### config.mk
export PLATFORM = sky130hd
export DESIGN_NAME = output_scheduler
export DESIGN_NICKNAME = d
export VERILOG_FILES = /design/src/rtl/output_scheduler_pkg.sv /design/src/rtl/tick_divider.sv /design/src/rtl/output_scheduler.sv
export SDC_FILE = /design/constraint.sdc
export NUM_CORES = 1
export LEC_CHECK = 0
export ABC_AREA = 1
export CORE_ASPECT_RATIO = 0.75
export CORE_UTILIZATION = 40
export CTS_CLUSTER_DIAMETER = 50
export DETAILED_ROUTE_END_ITERATION = 8
export GPL_ROUTABILITY_DRIVEN = 0
export HOLD_SLACK_MARGIN = 0.06
export RECOVER_POWER = 100
export SYNTH_ARGS = -nofsm -noshare
export SYNTH_HDL_FRONTEND = slang
export SYNTH_SLANG_ARGS = --single-unit
export TNS_END_PERCENT = 100
### constraint.sdc
create_clock -name CLK -period 3.74 [get_ports CLK]
set_clock_uncertainty 0.2 [all_clocks]
set_input_delay 0.374 -clock CLK [delete_from_list [all_inputs] [get_ports CLK]]
set_output_delay 0.374 -clock CLK [all_outputs]
set_load 0.005 [all_outputs]
### src/rtl/output_scheduler_pkg.sv
// Shared encodings, state type and bit-search helpers for the output scheduler.
// Helpers work on a 16-bit mask; narrower channel masks are zero-extended by callers.
package output_scheduler_pkg;

   localparam int unsigned MAX_CH = 16;

   localparam logic [1:0] MODE_LED_BLINK = 2'b00;
   localparam logic [1:0] MODE_LED_ALL   = 2'b01;
   localparam logic [1:0] MODE_MTX_EXCL  = 2'b10;
   localparam logic [1:0] MODE_MTX_ALL   = 2'b11;

   typedef enum logic [1:0] {IDLE, MATRIX, LEDS} state_e;

   function automatic logic [3:0] lowest_set_bit(input logic [MAX_CH-1:0] mask);
      logic [3:0] idx;
      idx = '0;
      for (int i = MAX_CH - 1; i >= 0; i--) begin
         if (mask[i]) idx = 4'(i);
      end
      return idx;
   endfunction

   // Nearest set bit above col, wrapping; returns col itself for a single-bit mask.
   function automatic logic [3:0] next_set_bit(input logic [MAX_CH-1:0] mask,
                                               input logic [3:0] col);
      logic [3:0] idx;
      logic [3:0] j;
      idx = col;
      for (int i = MAX_CH - 1; i >= 1; i--) begin
         j = col + 4'(i);
         if (mask[j]) idx = j;
      end
      return idx;
   endfunction

endpackage

### src/rtl/tick_divider.sv
// Free-running divider: tick is high for one cycle every DIV cycles; clr restarts the count.
module tick_divider #(
   parameter int unsigned DIV = 1
) (
   input  logic CLK,
   input  logic RST_N,
   input  logic clr,
   output logic tick
);

   localparam int unsigned CW = (DIV > 1) ? $clog2(DIV) : 1;

   logic [CW-1:0] cnt_q, cnt_d;

   assign tick = (cnt_q == CW'(DIV - 1));

   always_comb begin
      cnt_d = cnt_q + 1'b1;
      if (clr || tick) cnt_d = '0;
   end

   always_ff @(posedge CLK or negedge RST_N) begin
      if (!RST_N) cnt_q <= '0;
      else        cnt_q <= cnt_d;
   end

endmodule

### src/rtl/output_scheduler.sv
// Latches a channel mask on LOAD and drives either a round-robin scanned matrix
// or a steady/blinking LED bank; all outputs are registered.
module output_scheduler
   import output_scheduler_pkg::*;
#(
   parameter int unsigned N_CH      = 3,
   parameter int unsigned SCAN_DIV  = 1000,
   parameter int unsigned BLINK_DIV = 25000000
) (
   input  logic            CLK,
   input  logic            RST_N,
   input  logic [1:0]      MODE,
   input  logic [N_CH-1:0] PERM,
   input  logic            LOAD,
   input  logic            CLEAR,
   output logic [N_CH-1:0] MTX_OUT,
   output logic [N_CH-1:0] LEDS_OUT,
   output logic            BUSY,
   output logic            ERR
);

   state_e          state_q, state_d;
   logic [N_CH-1:0] mask_q, mask_d;
   logic [N_CH-1:0] mtx_q, mtx_d;
   logic [N_CH-1:0] leds_q, leds_d;
   logic [3:0]      col_q, col_d;
   logic            steady_q, steady_d;
   logic            phase_q, phase_d;
   logic            err_q, err_d;

   logic            div_clr, scan_tick, blink_tick;
   logic [3:0]      perm_low;
   logic [N_CH-1:0] perm_onehot;
   logic            perm_multi;

   assign div_clr     = LOAD | CLEAR;
   assign perm_low    = lowest_set_bit(MAX_CH'(PERM));
   assign perm_onehot = N_CH'(1) << perm_low;
   assign perm_multi  = |(PERM & (PERM - N_CH'(1)));

   tick_divider #(.DIV(SCAN_DIV)) u_scan_div (
      .CLK   (CLK),
      .RST_N (RST_N),
      .clr   (div_clr),
      .tick  (scan_tick)
   );

   tick_divider #(.DIV(BLINK_DIV)) u_blink_div (
      .CLK   (CLK),
      .RST_N (RST_N),
      .clr   (div_clr),
      .tick  (blink_tick)
   );

   always_comb begin
      state_d  = state_q;
      mask_d   = mask_q;
      mtx_d    = mtx_q;
      leds_d   = leds_q;
      col_d    = col_q;
      steady_d = steady_q;
      phase_d  = phase_q;
      err_d    = 1'b0;
      if (CLEAR) begin
         state_d = IDLE;
         mask_d  = '0;
         mtx_d   = '0;
         leds_d  = '0;
         phase_d = 1'b0;
      end else if (LOAD) begin
         // Every load is a full restart, whether or not we were busy.
         mtx_d    = '0;
         leds_d   = '0;
         col_d    = perm_low;
         steady_d = MODE[0];
         phase_d  = 1'b1;
         if (PERM == '0) begin
            err_d   = 1'b1;
            state_d = IDLE;
            mask_d  = '0;
         end else if (MODE[1]) begin
            state_d = MATRIX;
            mask_d  = MODE[0] ? PERM : perm_onehot;
            err_d   = (MODE == MODE_MTX_EXCL) && perm_multi;
            mtx_d   = perm_onehot;
         end else begin
            state_d = LEDS;
            mask_d  = PERM;
            leds_d  = PERM;
         end
      end else begin
         unique case (state_q)
            MATRIX: begin
               if (scan_tick) begin
                  col_d = next_set_bit(MAX_CH'(mask_q), col_q);
                  mtx_d = N_CH'(1) << col_d;
               end
            end
            LEDS: begin
               if (!steady_q && blink_tick) begin
                  phase_d = !phase_q;
                  leds_d  = phase_q ? '0 : mask_q;
               end
            end
            default: ;
         endcase
      end
   end

   always_ff @(posedge CLK or negedge RST_N) begin
      if (!RST_N) begin
         state_q  <= IDLE;
         mask_q   <= '0;
         mtx_q    <= '0;
         leds_q   <= '0;
         col_q    <= '0;
         steady_q <= 1'b0;
         phase_q  <= 1'b0;
         err_q    <= 1'b0;
      end else begin
         state_q  <= state_d;
         mask_q   <= mask_d;
         mtx_q    <= mtx_d;
         leds_q   <= leds_d;
         col_q    <= col_d;
         steady_q <= steady_d;
         phase_q  <= phase_d;
         err_q    <= err_d;
      end
   end

   assign MTX_OUT  = mtx_q;
   assign LEDS_OUT = leds_q;
   assign BUSY     = (state_q != IDLE);
   assign ERR      = err_q;

endmodule
* After elaboration in Yosys (flattened, before gate mapping)
Index checks and enable logic that the tools add are counted.
Cells by class: shifts and indexed selects 2, equal/unequal tests 5, bitwise operators 3, order comparisons 15, muxes and demuxes 87, add/subtract/negate cells 18, reductions and logical operators 20
Operator list (number):
- $mux W4 | 23
- $lt A4 B5 Y1 const B | 15
- $bmux W1 S4 | 15
- $mux W3 | 18
- $add A4 B4 Y4 const B | 8
- $add A25 B1 Y25 const B | 1
- $eq A25 B25 Y1 const B | 1
- $mux W25 | 1
- $mux W1 | 23
- $add A4 B3 Y4 const B | 4
- $mux W2 | 6
- $reduce_bool A3 Y1 | 4
- $add A10 B1 Y10 const B | 1
- $eq A10 B10 Y1 const B | 1
- $mux W10 | 1
- $add A4 B2 Y4 const B | 2
- $reduce_bool A2 Y1 | 4
- $shl A1 B4 Y3 const A | 2
- $reduce_and A2 Y1 | 3
- $add A4 B1 Y4 const B | 1
- $eq A2 B2 Y1 const B | 2
- $and A3 B3 Y3 | 1
- $logic_not A3 Y1 | 1
- $reduce_and A3 Y1 | 1
- 8 further kinds | 11
Word-level totals: input bits 9, register bits 53, logic and storage cells 160

* Longest topological paths before layout
Gate-level depths: netlist (run 1).
depth after elaboration 27, gate-level depth with buffers 30

* Modules after synthesis
Synthesis (run 1) repeated with hierarchy kept, for this count alone.
Second synthesis, totals: cells, all modules 563, area, all modules 3701.0 um2
By module, submodules not included:
- output_scheduler | instances 1, area an instance 1654.1 um2, seq. area each 450.4 um2, cells an instance 275
- tick_divider (u_blink_div) | instances 1, area an instance 1500.2 um2, seq. area each 625.6 um2, cells an instance 217
- tick_divider (u_scan_div) | instances 1, area an instance 546.8 um2, seq. area each 250.2 um2, cells an instance 71

* Least setup slack after synthesis (run 1)
Ideal clock, no wire load.
kind register to register, start point register col_q[1], end point register mtx_q[2], in the netlist MTX_OUT[2], clock period less this slack 2898 ps, data arrival time 2633 ps, buffers on the path 2, slack 842 ps, setup time 65 ps, stages on the path, launching flop included 28, path through dfrtp_1 > buf_4 > inv_1 > ha_1 > buf_2 > inv_1 > nand3_1 > nand2_1 > nand3_1 > o21ai_2 > nand2_1 > nand2_1 > nand2_1 > nand2_1 > nand2_1 > nand2_1 > nand2_1 > nand2_1 > nand2_1 > nand2_1 > nand2_2 > nand2_2 > nand2_2 > a21boi_2 > nand3_1 > nand2_1 > nand2_1 > nand2_1
On the way: longest elaborated chain between the ends 27
RTL lines:
- start, declared | line output_scheduler.sv:26 | logic [3:0] col_q, col_d;
- start signal, assigned | line output_scheduler.sv:125 | col_q <= col_d;
- $add A4 B4 Y4 | line output_scheduler_pkg.sv:30 | j = col + 4'(i);
- $bmux W1 S4 | line output_scheduler_pkg.sv:31 | if (mask[j]) idx = j;
- $mux W1 (not written as such) | line output_scheduler_pkg.sv:31
- $mux W4 (14 in series) | line output_scheduler_pkg.sv:31
- $mux W4 (*) | line output_scheduler_pkg.sv:31
- $mux W4 (*) | line output_scheduler.sv:94 | if (scan_tick) begin
- $mux W4 (*) | line output_scheduler.sv:92 | unique case (state_q)
- $mux W4 (*) | line output_scheduler.sv:70 | end else if (LOAD) begin
- $mux W4 (*) | line output_scheduler.sv:64 | if (CLEAR) begin
- $shl A1 B4 Y3 (*) | line output_scheduler.sv:96 | mtx_d = N_CH'(1) << col_d;
- $mux W3 (*) | line output_scheduler.sv:94
- $mux W3 (*) | line output_scheduler.sv:92
- $mux W3 (*) | line output_scheduler.sv:70
- $mux W3 (*) | line output_scheduler.sv:64
- end signal, assigned | line output_scheduler.sv:123 | mtx_q <= mtx_d;
- end, declared | line output_scheduler.sv:24 | logic [N_CH-1:0] mtx_q, mtx_d;
Mark *: on every way between the ends. The rest lies on a longest branch, timed or not. The select of a mux whose other input is x is not followed. A chain may end at the register's enable or synchronous reset.

* Final worst setup path (run 1)
start point register col_q[0], end point register mtx_q[2], in the netlist MTX_OUT[2]
Same word-level chain as after synthesis.

==> key figures, run 1 <==
Setup path
  • Worst setup path category: flop to flop
  • Critical Path Max Stage Delay: around 450 ps
  • Arrival time worst endpoint: ~3200 ps
  • CP max FO: 9
  • CP max-delay cell: ha_1
  • Worst path bufs/invs: 3
  • Crit path top cell by count: nand2_1
  • Critical path required time: approximately 3800 ps
  • Crit. End Element: flop
  • Cell family with most CP delay: simple AND/OR/NAND/NOR gates
  • Crit start category: flop

Synthesis
  • Main flop type after synthesis: dfrtp_1
  • Leading post-synthesis cells by cell area: dfrtp_1 (40%), nand2_1 (11%), inv_1 (7.3%), nor2_1 (4.9%), a21oi_1 (4.4%)
  • Top-area cell type share of the netlist area: 0.399
  • Post-synth design cell area: 3320 um^2
  • #FFs+latches synth: 53
  • Library cells used by synthesis: between 40 and 50
  • Post-synth EDFFs: 0
  • Async set or reset register ratio after synthesis: 1.00
  • Cells after Synth: 453
  • Avg Cell Area, Syn: between 7 and 8 um^2
  • Yosys warns: 0
  • Post-Syn Nets: 471
  • Synth area leader: dfrtp_1
  • Post-synthesis sequential area ratio: 0.399

Finish
  • Area Growth Syn to Fin: 10.6%
  • Multi-input gate area: about 1700 um^2
  • Layout cell share with drive strength beyond 1: 0.0609
  • N_diodes: 0
  • Fin area: 3670 um^2
  • Fill cells: 817
  • Post-Layout Cell Count: between 500 and 600
  • Storage cell area: around 1300 um^2
  • Nets: ~500

Job
  • Max-cap violations: 1

Run status
  • Failing checks: capacitance limit, slew limit
  • Run status: complete, but fails checks

Power
  • Power Dens Cells: 499 nW/um^2
  • Peak VDD IR: between 300 and 400 uV
  • Leakage: about 1.7 nW

GRT
  • Initial antenna violation count: 0
  • Global-route wire length before repair: roughly 13 mm
  • Total Routing Usage GR: 0.195
  • M3 GR Usage: 0.0353
  • Grt ovf: 0
  • Vias in the first global route: 2760
  • Busiest grt layer: met1
  • Largest net degree at the start of global routing: 34
  • M2 GR Usage: 0.265
  • Met1 GRT Util: 0.312

Placed design
  • Port Buffer Count: 16
  • Setup WS pre-CTS: between 700 and 800 ps
  • Placed cells: roughly 570
  • Final HPWL DP: between 5 and 6 mm
  • Placed Instance Area: 3610 um^2

Timing
  • RSZ-0062 raised after global routing: no
  • Setup TNS: 0 ps
  • Hold Worst Slack: 274 ps
  • FMAX: roughly 0.32 GHz
  • Final Setup Violations: 0
  • Pins Over Slew Limit: 34
  • Post-route minimum period: 3140 ps
  • Rel. slew slack: -0.212
  • Final period util: 0.840
  • Worst slew pin tran: 1820 ps
  • Setup slack after layout: 597 ps
  • Final hold viol count: 0

Floorplanning
  • Core Box Area: just under 8000 um^2
  • Initial core utilization: 0.418
  • Top Ports: 17
  • Die area: ~8700 um^2
  • Die W: around 110 um
  • Die Y: about 81 um
  • Std cell rows: 28

Clocking
  • Clock Root Buffer: clkbuf_8
  • Post-CTS setup buffers: 0
  • H-tree Lvls: 2
  • Clock Tree Buf Depth: 2
  • CTS tree: yes
  • # clock sinks: between 50 and 60
  • Worst-path clk slew: around 90 ps
  • Clk Latency, worst-skew pair: 300 ps
  • CTS Buf Count: 5

Detailed routing
  • Residual DRC count: 0
  • DRT Wirelength: 7.60 mm
  • Vias per Instance: 5.18
  • Wirelength per Cell: between 10 and 15 um
  • Initial drt markers: between 200 and 250
  • Routed vias: roughly 3000
  • Final ANT Viol Nets: 0
  • Detailed Routing Iterations Pass 1: 4

Worst hold path
  • Hold crit path type: flop to flop
-- stage by stage --
| step | total power, mW | util |
|---|---|---|
| 6_report | 1.83 | 0.462 |
| 5_1_grt | 2.01 | 0.462 |
| 4_1_cts | 1.87 | 0.467 |
| 3_3_place_gp | 1.52 | 0.454 |
| 2_1_floorplan | 1.31 | - |
| 3_5_place_dp | 1.52 | 0.454 |
-- final timing paths --
path,endpoint,cells after the start,start,slack (ps)
setup reg to reg,MTX_OUT[2]$_DFFE_PN0P_,26,col_q[0]$_DFFE_PN0P_,600
setup / recovery,MTX_OUT[2]$_DFFE_PN0P_,26,col_q[0]$_DFFE_PN0P_,600
hold / removal,u_blink_div.cnt_q[0]$_DFF_PN0_,1,u_blink_div.cnt_q[0]$_DFF_PN0_,270
min in group asynchronous,u_blink_div.cnt_q[8]$_DFF_PN0_,2,RST_N,900
hold reg to reg,u_blink_div.cnt_q[0]$_DFF_PN0_,1,u_blink_div.cnt_q[0]$_DFF_PN0_,270
max in group asynchronous,MTX_OUT[2]$_DFFE_PN0P_,3,RST_N,1100
-- final cells by class --
class | count | share of cell area
multi-input cells | 321 | 0.450
clock buffers | 6 | 0.0225
repair buffers | 23 | 0.0552
well taps | 105 | 0.0358
inverters | 72 | 0.0735
flip-flops and latches | 53 | 0.361
clock inverters | 1 | 0.00204
-- state kept, by name, indices dropped and copies added (netlist names) --
signal	count
u_blink_div.cnt_q	25
u_scan_div.cnt_q	10
col_q	4
LEDS_OUT	3
MTX_OUT	3
mask_q	3
state_q	2
ERR	1
phase_q	1
steady_q	1
-- layer usage --
metal	vias to the layer above	part of all wire
met5	-	0
met4	0	0.0050
met3	5	0.051
met2	73	0.39
met1	1394	0.56
li1	1535	-
-- what timing repair did --
item                                   4_1_cts  5_1_grt
gates resized for setup                      0        0
hold buffers                                 1        0
endpoints found under the hold margin       32        0
-- cells in the mapped netlist, types with 3 or more instances --
cell type  instances
o21a_1             4
o22ai_1            3
a31oi_1            5
dfrtp_1           53
and3_1             3
nand2_2            4
nor2_2             4
inv_1             65
nor3_1            23
inv_2              6
nand3_1           25
nand2_1           99
nor2_1            43
nor3b_1            4
o21ai_0           25
a21oi_1           29
xor2_1             6
nor4_1             5
nand4_1            6
ha_1               9
-- kinds of logic after synthesis --
group / share of synthesized area
flops: 0.399
buf+inv: 0.0942
compound gates: 0.135
fa+ha+maj: 0.0339
simple gates: 0.311
xor+xnor: 0.0234
mux: 0.00339
-- cells in the final DEF, fill, tap and decap left out, drive strengths merged --
| cell type | instances |
|---|---|
| nand2 | 103 |
| inv | 71 |
| dfrtp | 53 |
| nor2 | 48 |
| a21oi | 29 |
| o21ai | 27 |
| nand3 | 27 |
| nor3 | 25 |
| dlygate4sd3 | 10 |
| ha | 9 |
| clkbuf | 9 |
| xor2 | 7 |
| nand4 | 6 |
| clkdlybuf4s50 | 6 |
| nor4 | 6 |
| a31oi | 5 |
| nor3b | 4 |
| o21a | 4 |
| buf | 4 |
| and3 | 3 |
| o22ai | 3 |
| or2 | 2 |
| a22oi | 2 |
| a21boi | 2 |
| clkinv | 1 |
| a41oi | 1 |
| a211oi | 1 |
| xnor2 | 1 |
| nand3b | 1 |
| o211ai | 1 |
| a32oi | 1 |
| o41ai | 1 |
| mux2 | 1 |
| o32ai | 1 |
| clkinvlp | 1 |
-- power breakdown --
part | leakage [nW] | total [mW] | internal, mW | switching, mW
clock | 0.0433 | 0.329 | 0.147 | 0.183
combinational | 0.970 | 0.888 | 0.306 | 0.581
sequential | 0.725 | 0.616 | 0.600 | 0.0159
Power figures use the tool's default switching activity.
==> inputs of run 2 (changes only) <==
==> constraint.sdc (replaced) <==
create_clock -name CLK -period 2.9 [get_ports CLK]
set_clock_uncertainty 0.2 [all_clocks]
set_input_delay 0.29 -clock CLK [delete_from_list [all_inputs] [get_ports CLK]]
set_output_delay 0.29 -clock CLK [all_outputs]
set_load 0.005 [all_outputs]
==> run 2 against run 1 <==
Compared with the run above: the run ends with setup timing left; power rose by 61%; die area did not move; flip-flop and latch count did not move; cell area rose by 11%; clock power rose by 33%; maximum frequency rose by 7.2%.
==> key figures, run 2 (synthesis gave the netlist of run 1 again) <==
Run status
  • Run status: complete, but fails checks
  • Failing checks: setup timing

Floorplanning
  • Initial core utilization: 0.418
  • Core Box Area: just under 8000 um^2
  • Die W: 107 um
  • Top Ports: 17
  • Die area: approximately 8700 um^2
  • Die Y: a little over 80 um
  • Std cell rows: 28

Clocking
  • Clock Root Buffer: clkbuf_8
  • H-tree Lvls: 2
  • Worst-path clk slew: 100 ps
  • CTS Buf Count: 5
  • CTS tree: yes
  • Clock Tree Buf Depth: 2
  • # clock sinks: 53
  • Clk Latency, worst-skew pair: around 320 ps

Setup path
  • CP max FO: 4
  • Crit start category: flop
  • Crit. End Element: flop
  • Worst setup path category: flop to flop
  • Critical path required time: 2880 ps
  • Arrival time worst endpoint: approximately 2900 ps
  • Worst Reg-to-Reg Cells: 17

Timing
  • FMAX: ~0.34 GHz
  • Final Setup Violations: 3
  • Rel. slew slack: 0.129
  • Setup slack after layout: -32.7 ps
  • RSZ-0062 raised after global routing: yes
  • Pins Over Slew Limit: 0
  • Final period util: 1.01
  • Worst slew pin tran: around 1300 ps
  • Final hold viol count: 0
  • Post-route minimum period: between 2000 and 3000 ps
  • Setup TNS: -64.9 ps

Placed design
  • Setup WS pre-CTS: -73.3 ps
  • Final HPWL DP: around 5.9 mm
  • Port Buffer Count: 16

Power
  • Leakage: between 1.5 and 2 nW
  • Power Dens Cells: just over 700 nW/um^2
  • Peak VDD IR: 619 uV

Detailed routing
  • DRT Wirelength: 8.36 mm
  • Residual DRC count: 0
  • Vias per Instance: just over 5
  • Final ANT Viol Nets: 0
  • Wirelength per Cell: roughly 14 um
  • Initial drt markers: about 160
  • Routed vias: between 3000 and 4000
  • Detailed Routing Iterations Pass 1: 5

Finish
  • Multi-input gate area: ~1900 um^2
  • Max reg flops: 25
  • N_diodes: 0
  • Area Growth Syn to Fin: 22.9%
  • Most frequent cells in the layout: nand2_1 (92), inv_1 (63), dfrtp_1 (53)
  • Storage cell area: roughly 1300 um^2
  • Nets: 518
  • Most common cell after layout, fill and taps aside: nand2_1
  • Top flop regs: u_blink_div.cnt_q x25, u_scan_div.cnt_q x10, col_q x4
  • Largest Register: u_blink_div.cnt_q
  • Layout cell share with drive strength beyond 1: 0.176
  • Fill cells: approximately 750

GRT
  • Grt ovf: 0
  • Initial antenna violation count: 0
  • Total Routing Usage GR: 0.201
  • Largest net degree at the start of global routing: 54
  • Vias in the first global route: 2820
  • Global-route wire length before repair: approximately 14 mm

Job
  • Max-cap violations: 0

Worst hold path
  • Hold crit path type: flop to flop
  • WHS Path Cells: 1
-- run 2: changes by cell type in the layout (fill, tap and decap cells not counted), moves of 3 or more --
cell and change:
buf_4 +19, o21ai_2 +3, ha_1 -7, nand3_2 +5, ha_4 +6, nand2_2 +5, nor2_1 -4, o21ai_0 -4
nand3_1 -5, nand2_1 -7
-- run 2: layout make-up --
| class | instances | area share |
|---|---|---|
| Multi-Input combinational cell | 321 | 0.457 |
| Sequential cell | 53 | 0.325 |
| Timing Repair Buffer | 47 | 0.0959 |
| Inverter | 72 | 0.0680 |
| Tap cell | 105 | 0.0322 |
| Clock buffer | 5 | 0.0169 |
| Clock inverter | 3 | 0.00521 |
-- run 2: metrics by stage --
stage               utilization  hold WS, ps  total power [mW]  std cells  instance area, um^2
floorplan                     -         -206              1.69        453                 3320
global placement          0.467          112              2.09        585                 3710
finish                    0.514          270              2.95        606                 4080
CTS                       0.497          272              2.72        602                 3950
global route              0.514          280              3.16        606                 4080
detailed placement        0.467          109              2.10        585                 3710
-- run 2: layer usage --
layer	vias up	wire [um]	track usage
met5	-	0	0
met2	56	3290	0.273
met1	1451	4710	0.331
met4	0	24	0.0288
li1	1571	-	-
met3	3	339	0.0289
-- run 2: path summary, 6_finish.rpt --
check / startpoint / to / slack [ps]
hold / removal: u_blink_div.cnt_q[0]$_DFF_PN0_ / u_blink_div.cnt_q[0]$_DFF_PN0_ / 270
setup reg to reg: u_blink_div.cnt_q[0]$_DFF_PN0_ / u_blink_div.cnt_q[24]$_DFF_PN0_ / -30
setup / recovery: u_blink_div.cnt_q[0]$_DFF_PN0_ / u_blink_div.cnt_q[24]$_DFF_PN0_ / -30
max in group asynchronous: RST_N / u_blink_div.cnt_q[23]$_DFF_PN0_ / 1030
min in group asynchronous: RST_N / u_scan_div.cnt_q[4]$_DFF_PN0_ / 670
hold reg to reg: u_blink_div.cnt_q[0]$_DFF_PN0_ / u_blink_div.cnt_q[0]$_DFF_PN0_ / 270
-- run 2: what timing repair did --
item,CTS,global route
setup endpoints to repair,3,7
pin swaps,11,20
setup buffers,8,4
gates resized for setup,21,32
hold buffers,1,0
hold endpoints to repair,53,0
-- run 2: power breakdown --
part / internal [mW] / leakage, nW / switching [mW]
clock network: 0.172 / 0.0445 / 0.266
registers: 0.774 / 0.725 / 0.0276
logic: 0.720 / 1.11 / 0.993
-- run 2: worst max-delay path, cell delays in order (launching register included) --
cell and delay, ps:
dfrtp_1 380, ha_1 190, nand2_1 60, nor2_1 120, inv_1 90, nor2_2 140
nand2_1 110, nor4_2 150, inv_1 100, nor2_2 130, inv_2 70, nor3_1 360
inv_2 70, nor2_2 140, inv_2 80, nor4_4 180, and3_1 210, nor3_2 40
